[src/rtl/uart_pkg.sv]
// Shared definitions for the UART receiver: parity modes, FSM states,
// the RX FIFO entry layout and the expected-parity helper.
package uart_pkg;

    localparam logic [1:0] PAR_SPACE = 2'b00;
    localparam logic [1:0] PAR_MARK  = 2'b01;
    localparam logic [1:0] PAR_EVEN  = 2'b10;
    localparam logic [1:0] PAR_ODD   = 2'b11;

    typedef enum logic [2:0] {
        ST_IDLE,
        ST_START,
        ST_DATA,
        ST_PARITY,
        ST_STOP,
        ST_WAITHI
    } rx_state_t;

    typedef struct packed {
        logic       brk;
        logic       frame_err;
        logic       parity_err;
        logic [7:0] data;
    } rx_entry_t;

    localparam int ENTRY_W = $bits(rx_entry_t);

    // Parity bit the transmitter should have sent for this data and mode.
    // Unused data MSBs are zero, so they never disturb the reduction.
    function automatic logic expected_parity(input logic [1:0] mode, input logic [7:0] data);
        logic p;
        case (mode)
            PAR_EVEN: p = ^data;
            PAR_ODD:  p = ~^data;
            PAR_MARK: p = 1'b1;
            default:  p = 1'b0;
        endcase
        return p;
    endfunction

endpackage

[src/rtl/uart_rx_fifo_if.sv]
// Ready/valid stream carrying received characters and their error flags.
interface uart_rx_fifo_if;
    logic [7:0] m_data;
    logic       m_parity_err;
    logic       m_frame_err;
    logic       m_break;
    logic       m_valid;
    logic       m_ready;

    modport master (
        output m_data,
        output m_parity_err,
        output m_frame_err,
        output m_break,
        output m_valid,
        input  m_ready
    );

    modport slave (
        input  m_data,
        input  m_parity_err,
        input  m_frame_err,
        input  m_break,
        input  m_valid,
        output m_ready
    );
endinterface

[src/rtl/uart_sync_fifo.sv]
// First-word-fall-through synchronous FIFO with level, full and empty flags.
// A push on a full FIFO is accepted only when a pop frees a slot in the same
// cycle; the head output is forced to zero while the FIFO is empty.
module uart_sync_fifo #(
    parameter int WIDTH = 11,
    parameter int DEPTH = 16
) (
    input  logic                     clk,
    input  logic                     rst,
    input  logic                     push,
    input  logic [WIDTH-1:0]         push_data,
    input  logic                     pop,
    output logic [WIDTH-1:0]         pop_data,
    output logic                     empty,
    output logic                     full,
    output logic [$clog2(DEPTH):0]   level
);

    localparam int AW = $clog2(DEPTH);

    logic [WIDTH-1:0] mem [DEPTH];
    logic [AW-1:0]    wr_ptr;
    logic [AW-1:0]    rd_ptr;
    logic [AW:0]      count;
    logic             do_push;
    logic             do_pop;

    // Decide which requests actually take effect this cycle and present the head.
    always_comb begin
        empty    = (count == '0);
        full     = (count == (AW+1)'(DEPTH));
        do_pop   = pop && !empty;
        do_push  = push && (!full || do_pop);
        pop_data = empty ? '0 : mem[rd_ptr];
        level    = count;
    end

    // Storage array; contents need no reset because the head is masked when empty.
    always_ff @(posedge clk) begin
        if (do_push) begin
            mem[wr_ptr] <= push_data;
        end
    end

    // Pointers and occupancy count.
    always_ff @(posedge clk) begin
        if (rst) begin
            wr_ptr <= '0;
            rd_ptr <= '0;
            count  <= '0;
        end else begin
            if (do_push) begin
                wr_ptr <= wr_ptr + AW'(1);
            end
            if (do_pop) begin
                rd_ptr <= rd_ptr + AW'(1);
            end
            case ({do_push, do_pop})
                2'b10:   count <= count + (AW+1)'(1);
                2'b01:   count <= count - (AW+1)'(1);
                default: count <= count;
            endcase
        end
    end

endmodule

[src/rtl/uart_rx_fifo.sv]
// UART receiver with oversampled majority voting, configurable framing and an
// RX FIFO presented as a ready/valid stream with a sticky overrun flag.
module uart_rx_fifo
    import uart_pkg::*;
#(
    parameter int DIV_W      = 16,
    parameter int OVERSAMPLE = 16,
    parameter int FIFO_DEPTH = 16
) (
    input  logic                          clk,
    input  logic                          rst,
    input  logic                          rx,
    input  logic [DIV_W-1:0]              baud_div,
    input  logic [1:0]                    data_bits,
    input  logic                          parity_en,
    input  logic [1:0]                    parity_mode,
    input  logic                          stop_bit_size,
    uart_rx_fifo_if.master                m,
    output logic                          overrun,
    input  logic                          overrun_clr,
    output logic [$clog2(FIFO_DEPTH):0]   fifo_level,
    output logic                          busy
);

    localparam int SW = $clog2(OVERSAMPLE);
    localparam logic [SW-1:0] S_V0   = SW'(OVERSAMPLE/2 - 1);
    localparam logic [SW-1:0] S_V1   = SW'(OVERSAMPLE/2);
    localparam logic [SW-1:0] S_V2   = SW'(OVERSAMPLE/2 + 1);
    localparam logic [SW-1:0] S_LAST = SW'(OVERSAMPLE - 1);

    logic             rx_meta;
    logic             rx_sync;
    logic [DIV_W-1:0] tick_cnt;
    logic             tick;
    rx_state_t        state;
    logic [SW-1:0]    s_cnt;
    logic [1:0]       samp;
    logic [2:0]       bit_cnt;
    logic [7:0]       data_reg;
    logic [1:0]       nbits_l;
    logic             par_en_l;
    logic [1:0]       par_mode_l;
    logic             stop2_l;
    logic             stop_idx;
    logic             par_vote;
    logic             frame_err_r;
    logic             parity_err_r;

    logic             start_det;
    logic             at_vote;
    logic             at_end;
    logic             vote;
    logic             last_bit;
    logic             last_stop;
    logic             stop_fe;
    logic             push;
    rx_entry_t        push_entry;
    rx_entry_t        head;
    logic             fifo_empty;
    logic             fifo_full;
    logic             pop;

    // Bring the asynchronous line into the clock domain; idle level is high.
    always_ff @(posedge clk) begin
        if (rst) begin
            rx_meta <= 1'b1;
            rx_sync <= 1'b1;
        end else begin
            rx_meta <= rx;
            rx_sync <= rx_meta;
        end
    end

    // Per-cycle decode: tick, vote timing, majority vote and the entry to push.
    always_comb begin
        tick      = (tick_cnt == baud_div);
        start_det = (state == ST_IDLE) && !rx_sync;
        at_vote   = tick && (s_cnt == S_V2);
        at_end    = tick && (s_cnt == S_LAST);
        vote      = (samp[0] & samp[1]) | (samp[0] & rx_sync) | (samp[1] & rx_sync);
        last_bit  = (bit_cnt == {1'b1, nbits_l});
        last_stop = !stop2_l || stop_idx;
        stop_fe   = frame_err_r | ~vote;
        push      = (state == ST_STOP) && at_vote && last_stop;

        push_entry            = '0;
        push_entry.data       = data_reg;
        push_entry.parity_err = parity_err_r;
        push_entry.frame_err  = stop_fe;
        push_entry.brk        = (data_reg == 8'h00) && !(par_en_l && par_vote) && stop_fe;
    end

    // Free-running sample tick divider, realigned to the falling start edge.
    always_ff @(posedge clk) begin
        if (rst) begin
            tick_cnt <= '0;
        end else if (start_det || tick) begin
            tick_cnt <= '0;
        end else begin
            tick_cnt <= tick_cnt + DIV_W'(1);
        end
    end

    // Hold the first two of the three mid-bit samples for the majority vote.
    always_ff @(posedge clk) begin
        if (rst) begin
            samp <= 2'b11;
        end else if (tick && (s_cnt == S_V0)) begin
            samp[0] <= rx_sync;
        end else if (tick && (s_cnt == S_V1)) begin
            samp[1] <= rx_sync;
        end
    end

    // Receive state machine: framing, bit assembly, error flags and busy.
    always_ff @(posedge clk) begin
        if (rst) begin
            state        <= ST_IDLE;
            s_cnt        <= '0;
            bit_cnt      <= '0;
            data_reg     <= '0;
            nbits_l      <= '0;
            par_en_l     <= 1'b0;
            par_mode_l   <= '0;
            stop2_l      <= 1'b0;
            stop_idx     <= 1'b0;
            par_vote     <= 1'b0;
            frame_err_r  <= 1'b0;
            parity_err_r <= 1'b0;
            busy         <= 1'b0;
        end else begin
            if (tick && (state != ST_IDLE) && (state != ST_WAITHI)) begin
                s_cnt <= at_end ? '0 : s_cnt + SW'(1);
            end
            case (state)
                ST_IDLE: begin
                    if (!rx_sync) begin
                        state        <= ST_START;
                        s_cnt        <= '0;
                        bit_cnt      <= '0;
                        data_reg     <= '0;
                        nbits_l      <= data_bits;
                        par_en_l     <= parity_en;
                        par_mode_l   <= parity_mode;
                        stop2_l      <= stop_bit_size;
                        stop_idx     <= 1'b0;
                        par_vote     <= 1'b0;
                        frame_err_r  <= 1'b0;
                        parity_err_r <= 1'b0;
                        busy         <= 1'b1;
                    end
                end
                ST_START: begin
                    if (at_vote && vote) begin
                        state <= ST_IDLE;
                        busy  <= 1'b0;
                    end else if (at_end) begin
                        state <= ST_DATA;
                    end
                end
                ST_DATA: begin
                    if (at_vote) begin
                        data_reg[bit_cnt] <= vote;
                    end
                    if (at_end) begin
                        if (last_bit) begin
                            bit_cnt <= '0;
                            state   <= par_en_l ? ST_PARITY : ST_STOP;
                        end else begin
                            bit_cnt <= bit_cnt + 3'd1;
                        end
                    end
                end
                ST_PARITY: begin
                    if (at_vote) begin
                        par_vote     <= vote;
                        parity_err_r <= (vote != expected_parity(par_mode_l, data_reg));
                    end
                    if (at_end) begin
                        state <= ST_STOP;
                    end
                end
                ST_STOP: begin
                    if (at_vote) begin
                        if (last_stop) begin
                            state <= stop_fe ? ST_WAITHI : ST_IDLE;
                            busy  <= stop_fe;
                            s_cnt <= '0;
                        end else begin
                            frame_err_r <= stop_fe;
                        end
                    end
                    if (at_end) begin
                        stop_idx <= 1'b1;
                    end
                end
                ST_WAITHI: begin
                    if (rx_sync) begin
                        state <= ST_IDLE;
                        busy  <= 1'b0;
                    end
                end
                default: begin
                    state <= ST_IDLE;
                    busy  <= 1'b0;
                end
            endcase
        end
    end

    // Sticky overrun: a character arrived while the FIFO had no free slot.
    always_ff @(posedge clk) begin
        if (rst) begin
            overrun <= 1'b0;
        end else if (push && fifo_full && !pop) begin
            overrun <= 1'b1;
        end else if (overrun_clr) begin
            overrun <= 1'b0;
        end
    end

    uart_sync_fifo #(
        .WIDTH (ENTRY_W),
        .DEPTH (FIFO_DEPTH)
    ) u_fifo (
        .clk       (clk),
        .rst       (rst),
        .push      (push),
        .push_data (push_entry),
        .pop       (pop),
        .pop_data  (head),
        .empty     (fifo_empty),
        .full      (fifo_full),
        .level     (fifo_level)
    );

    assign pop            = m.m_ready && !fifo_empty;
    assign m.m_valid      = !fifo_empty;
    assign m.m_data       = head.data;
    assign m.m_parity_err = head.parity_err;
    assign m.m_frame_err  = head.frame_err;
    assign m.m_break      = head.brk;

endmodule

[src/flat_wrapper.sv]
// flat-port wrapper written by rule: the top's interface ports become plain ports
module uart_rx_fifo_flat import uart_pkg::*;
#(
    parameter int DIV_W      = 16,
    parameter int OVERSAMPLE = 16,
    parameter int FIFO_DEPTH = 16
)
  (clk, rst, rx, baud_div, data_bits, parity_en, parity_mode, stop_bit_size, overrun, overrun_clr, fifo_level, busy, m_m_data, m_m_parity_err, m_m_frame_err, m_m_break, m_m_valid, m_m_ready);
  uart_rx_fifo_if m_i ();
  input  logic clk;
  input  logic rst;
  input  logic rx;
  input  logic [DIV_W-1:0] baud_div;
  input  logic [1:0] data_bits;
  input  logic parity_en;
  input  logic [1:0] parity_mode;
  input  logic stop_bit_size;
  output logic overrun;
  input  logic overrun_clr;
  output logic [$clog2(FIFO_DEPTH):0] fifo_level;
  output logic busy;
  output wire logic [$bits(m_i.m_data)-1:0] m_m_data;
  output wire logic [$bits(m_i.m_parity_err)-1:0] m_m_parity_err;
  output wire logic [$bits(m_i.m_frame_err)-1:0] m_m_frame_err;
  output wire logic [$bits(m_i.m_break)-1:0] m_m_break;
  output wire logic [$bits(m_i.m_valid)-1:0] m_m_valid;
  input wire logic [$bits(m_i.m_ready)-1:0] m_m_ready;
  assign m_m_data = m_i.m_data;
  assign m_m_parity_err = m_i.m_parity_err;
  assign m_m_frame_err = m_i.m_frame_err;
  assign m_m_break = m_i.m_break;
  assign m_m_valid = m_i.m_valid;
  assign m_i.m_ready = m_m_ready;
  uart_rx_fifo #(.DIV_W(DIV_W), .OVERSAMPLE(OVERSAMPLE), .FIFO_DEPTH(FIFO_DEPTH)) u_core (.clk(clk), .rst(rst), .rx(rx), .baud_div(baud_div), .data_bits(data_bits), .parity_en(parity_en), .parity_mode(parity_mode), .stop_bit_size(stop_bit_size), .m(m_i), .overrun(overrun), .overrun_clr(overrun_clr), .fifo_level(fifo_level), .busy(busy));
endmodule
[config.mk]
export PLATFORM = sky130hd
export DESIGN_NAME = uart_rx_fifo_flat
export DESIGN_NICKNAME = d
export VERILOG_FILES = /design/src/rtl/uart_pkg.sv /design/src/rtl/uart_rx_fifo_if.sv /design/src/rtl/uart_sync_fifo.sv /design/src/rtl/uart_rx_fifo.sv /design/src/flat_wrapper.sv
export SDC_FILE = /design/constraint.sdc
export NUM_CORES = 1
export LEC_CHECK = 0
export ABC_AREA = 1
export BUFFER_PORTS_ARGS = -buffer_cell sky130_fd_sc_hd__clkbuf_2
export CORE_UTILIZATION = 35
export DETAILED_ROUTE_END_ITERATION = 10
export MAX_ROUTING_LAYER = met4
export PLACE_DENSITY = 0.6
export RECOVER_POWER = 100
export SYNTH_ARGS = -nofsm -noshare
export SYNTH_HDL_FRONTEND = slang
export SYNTH_SLANG_ARGS = --single-unit
[constraint.sdc]
create_clock -name clk -period 3.3 [get_ports clk]
set_clock_uncertainty 0.1 [all_clocks]
set_input_delay 0.495 -clock clk [delete_from_list [all_inputs] [get_ports clk]]
set_output_delay 0.495 -clock clk [all_outputs]
set_load 0.1 [all_outputs]
== Yosys cells after proc, flatten, opt, wreduce, memory -nomap -nowiden ==
Memory sizes are Yosys's and may differ from the RTL's. A register that Yosys moved wholly into a read port is not among the register bits.
Index checks and enable logic that the tools add are counted.
W data, S select, Z words.
Word-level totals
  bits in registers: 63
  memories: 1
  memory bits (writable): 176
Operators by class
  magnitude comparators: 2
  reductions and logical operators: 50
  multiplexer cells: 56
  equality and inequality tests: 32
  bitwise logic cells: 10
  add/subtract/negate cells: 7
Memories
  u_core.u_fifo.mem: depth 16, width 11, read ports 1, clocked after Yosys merged registers in 1, write ports 1, RTL line uart_sync_fifo.sv:21  | logic [WIDTH-1:0] mem [DEPTH];
Operators by type and width (number)
  $mux W3: 14
  $mux W4: 7
  $ne A2 B1 Y1 const B: 10
  $logic_and A1 B1 Y1: 19
  $mux W1: 19
  $pmux W3 S6: 1
  $add A16 B1 Y16 const B: 1
  $eq A16 B16 Y1: 1
  $mux W8: 2
  $pmux W8 S2: 1
  $add A4 B1 Y4 const B: 3
  $eq A4 B4 Y1 const B: 3
  $reduce_and A3 Y1: 4
  $mux W11: 1
  $pmux W5 S2: 1
  $reduce_bool A2 Y1: 5
  $bwmux W8: 1
  $logic_not A8 Y1: 1
  $pmux W1 S2: 4
  $pmux W4 S2: 1
  $reduce_and A8 Y1: 1
  $reduce_xnor A8 Y1: 1
  $reduce_xor A8 Y1: 1
  $eq A2 B2 Y1 const B: 3
  32 further kinds: 52

== Longest topological paths before layout ==
  depth in word-level cells: 9
  gate-level depth with buffers: 20
  gate-level depth less buffers: 20

== By module ==
From an unflattened synthesis, not the netlist that was laid out.
Second synthesis, totals
  cells, all modules: 1166
  area total of the unflattened synthesis: 10994.3 um2
Modules (own cells, without submodules)
  uart_sync_fifo: cells an instance 712, seq. area each 5625.4 um2, area each 8003.9 um2, instances 1
  uart_rx_fifo: cells an instance 454, seq. area each 1001.0 um2, area each 2990.4 um2, instances 1

== Worst setup path after synthesis ==
Ideal clock, no wire load.
  path type: reg2out
  start point: register u_core.u_fifo.count[2] (netlist: u_core.u_fifo.level[2])
  end point: output port m_m_data[0]
  arrival: 3.085 ns
  stages on the path, launching flop included: 6
  path slack: -0.380 ns
  required time: 2.705 ns
  cell sequence: dfxtp_1 > inv_1 > nand3_1 > nor2_1 > clkbuf_1 > a21oi_1
Between the ends
  longest elaborated chain between the ends: 2
Ends and longest elaborated chain
  start: declaration: RTL line uart_sync_fifo.sv:24  | logic [AW:0] count;
  start signal: assignment: RTL line uart_sync_fifo.sv:59  | 2'b10: count <= count + (AW+1)'(1);
  start signal: assignment: RTL line uart_sync_fifo.sv:60  | 2'b01: count <= count - (AW+1)'(1);
  start signal: assignment: RTL line uart_sync_fifo.sv:61  | default: count <= count;
  $logic_not A5 Y1: RTL line uart_sync_fifo.sv:30  | empty = (count == '0);
  $mux W11: RTL line uart_sync_fifo.sv:34  | pop_data = empty ? '0 : mem[rd_ptr];
  end: declaration: RTL line flat_wrapper.sv:22  | output wire logic [$bits(m_i.m_data)-1:0] m_m_data;
No other way between the ends.

==> summary.md <==
| Metric | Value |
|---|---|
| Final Cycle Share | 94.6% |
| Register bit count reported by yosys | 243 |
| Largest cells by area after synthesis | edfxtp_1 50%, dfxtp_1 13%, nor2_1 7.0% |
| Number of nets still failing antenna checks after routing | 0 |
| Shortest period the worst path allows | 3.12 ns |
| Unrepaired setup endpoints after global routing | false |
| Data arrival time of the critical path | 2.53 ns |
| Worst-Margin Slew | 1.20 ns |
| EDFF count, synth | 176 |
| Total Nets Final | 1155 |
| Detailed placement HPWL | 16000 microns |
| CP max FO | 44 |
| Leading area contributor after synthesis | edfxtp_1 |
| Clk slew on worst S/H paths | 0.06 ns |
| DRC errors left | 0 |
| Critical path capture point type | output port |
| Wire length of the first global-routing pass | 39900 microns |
| Overall via count from detail_route | 7666 |
| Cell internal pwr | 6.08 mW |
| Total wirelength of the detailed-routed design | 25000 microns |
| CTS Buf Count | 25 |
| Cell area after technology mapping | 10600 sq um |
| Required time at the worst-slack endpoint | 2.70 ns |
| TritonCTS clock tree | built |
| Worst IR Drop VDD | 693 uV |
| Number of distinct library cells after synthesis | 49 |
| Share of async-settable or async-resettable flops after synthesis | 0% |
| Sequential share of power | 35.5% |
| Antenna Diode Count | 0 |
| Die ar. | 30900 sq um |
| Maximum buffer depth of the clock tree | 3 |
| Result of the run | complete, no violations |
| Combinational share of power | 35.8% |
| Starting density of the core | 35.6% |
| Synth warnings | 0 |
| Final number of max-transition violations | 0 |
| Number of DRC markers in iteration 0 | 480 |
| Post-Layout Cell Count | 1520 |
| Area fraction of the dominant cell type after synthesis | 49.9% |
| Weighted congestion reported at the end of routability-driven placement | 0.797 |
| Via count of the first global-routing pass | 7563 |
| Die Width | 176 microns |
| Worst setup timing slack at the placement stage | 0.471 ns |
| Global route total overflow | 0 |
| Count of endpoints failing setup in the final report | 0 |
| Crit Path Class | reg2out |
| Number of antenna violations at the first check in global routing | 0 |
| Synthesized net count | 1089 |
| Gate count of the mapped netlist | 1046 |
| Average wire length per cell after detail routing | 16.4 microns |
| CP Cell Sequence | inv_2 > buf_4 > o21ai_0 > o221ai_1 > nand3_1 > a21oi_2 > buf_6 |
| Most frequent cell after synthesis | nor2_1 |
| Largest stage delay, worst path | 0.46 ns |
| Total power after layout | 9.91 mW |
| Timing-limited maximum frequency | 0.320 GHz |
| Flop2flop setup slack | 0.40 ns |
| Number of buffers inserted by post-CTS setup repair | 0 |
| Avg Cell Area, Syn | 10.1 sq um |
| Vert. Die Dim | 176 microns |
| Slowest cell on the critical path | dfxtp_4 |
| Crit start category | register |
| Share of synthesized area occupied by flip-flops and latches | 62.6% |
| Switching power share of the total | 38.6% |
| Relative contribution of the clock network to total power | 28.7% |
| Most used DFF post-synth | edfxtp_1 |
| Sum of negative setup slack | 0 ns |
| Ports | 46 |
| Path type of the worst min-delay path | in2reg |
| Max cap viols | 0 |
| Synth-to-layout area growth | 15.8% |
| List of most frequent post-synthesis cells | 197 x nor2_1, 176 x edfxtp_1, 126 x o21ai_0, 103 x nand2_1, 86 x inv_1 |
| Cell leakage power | 4.17 nW |
| Clock network latency to the later pin of the worst-skew pair | 0.52 ns |
| Overall global routing resource usage | 17.0% |
| Ratio of cells with drive above 1 in the final layout | 11.0% |
| Net switching power of the design | 3.82 mW |
| Setup slack after layout | 0.177 ns |
| Average via count per standard cell | 5.04 |
| Placed insts | 1475 |
| Cell Rows | 63 |
| Level count of the clock H-tree | 1 |
| Clock Tree Root | clkbuf_16 |
| Cell area power density | 808 nW/um^2 |
| Number of buffers added on ports | 45 |
| Category of cells accounting for the largest share of critical-path delay | buffers and inverters |
| Clk sinks | 243 |
| Max transition margin | 20.2% |
| Maximum number of pins on one net before global-route repair | 45 |
| Total buffers and inverters traversed by the critical path | 3 |
| Number of flip-flops in the largest register | 176 |
| Core Area | 29700 sq um |
| # hold bufs at CTS | 0 |
| Total count of hold-check failures in the final report | 0 |
| Number of detailed-route iterations in the first pass | 5 |
==> kinds of logic after synthesis <==
family / after synthesis / synth area share [%]
flip-flops: 243 / 62.6
XOR/XNOR: 16 / 1.32
adder cells (fa/ha/maj): 16 / 1.89
AND/OR/NAND/NOR: 390 / 16.0
buffers and inverters: 140 / 5.06
AO/OA/AOI/OAI: 240 / 13.1
multiplexers: 1 / 0.0946
==> placed cells by master, fill, tap and decap left out, types with 11 or more instances in the layout <==
master / count
o22ai_1: 20
inv_1: 88
o21ai_0: 129
clkbuf_2: 36
o221ai_1: 24
nand2_1: 110
ha_1: 16
a21oi_1: 42
edfxtp_1: 176
xor2_1: 14
nand3_1: 42
dfxtp_1: 62
buf_12: 11
nor2_1: 200
clkbuf_1: 31
nor3_1: 13
clkbuf_16: 25
==> power groups by stage <==
stage               Clock (mW)  Sequential (mW)  Combinational (mW)
detailed placement           0             3.58                3.64
global placement             0             3.58                3.62
global route              3.02             3.54                3.83
finish                    2.84             3.52                3.55
floorplan                    0             3.73                2.37
CTS                       2.90             3.52                3.66
==> routing by layer <==
| layer | wire length [microns] | global-route usage, % | vias up |
|---|---|---|---|
| met1 | 11500 | 22.2 | 3617 |
| met4 | 703 | 5.18 | 0 |
| li1 | - | - | 3769 |
| met5 | 0 | - | - |
| met3 | 1610 | 3.18 | 39 |
| met2 | 11100 | 26.7 | 241 |
==> worst paths after layout <==
| path | startpoint | to | depth (start not counted) |
|---|---|---|---|
| worst max register to register | u_core.tick_cnt[6] | u_core.u_fifo.mem[13][8] | 11 |
| worst min-delay path | rx | u_core.rx_meta | 2 |
| worst min register to register | u_core.rx_meta | u_core.rx_sync | 1 |
| worst max-delay path | register | m_m_frame_err | 7 |
==> area by class of cell <==
type / instances / area [sq um]
multi-input cells: 663 / 3370
clock inverters: 13 / 168
fillers: 2857 / 17500
inverters: 97 / 365
clock buffers: 32 / 652
well taps: 390 / 488
flip-flops and latches: 243 / 6640
repair buffers: 82 / 577
==> per-stage QoR <==
step           hold WS [ns]  area (sq um)  util (%)
3_3_place_gp          0.298         11600      39.1
5_1_grt              0.0445         12300      41.2
3_5_place_dp          0.305         11600      39.1
2_1_floorplan         0.289         10600         -
4_1_cts              0.0337         12400      41.8
6_report             0.0523         12300      41.2
==> timing repair <==
| action | 4_1_cts | 5_1_grt |
|---|---|---|
| endpoints found under the hold margin | 0 | 0 |
| resized for setup | 1 | 7 |
| setup endpoints to repair | 1 | 11 |
No activity file was read; power rests on OpenSTA's default activity.
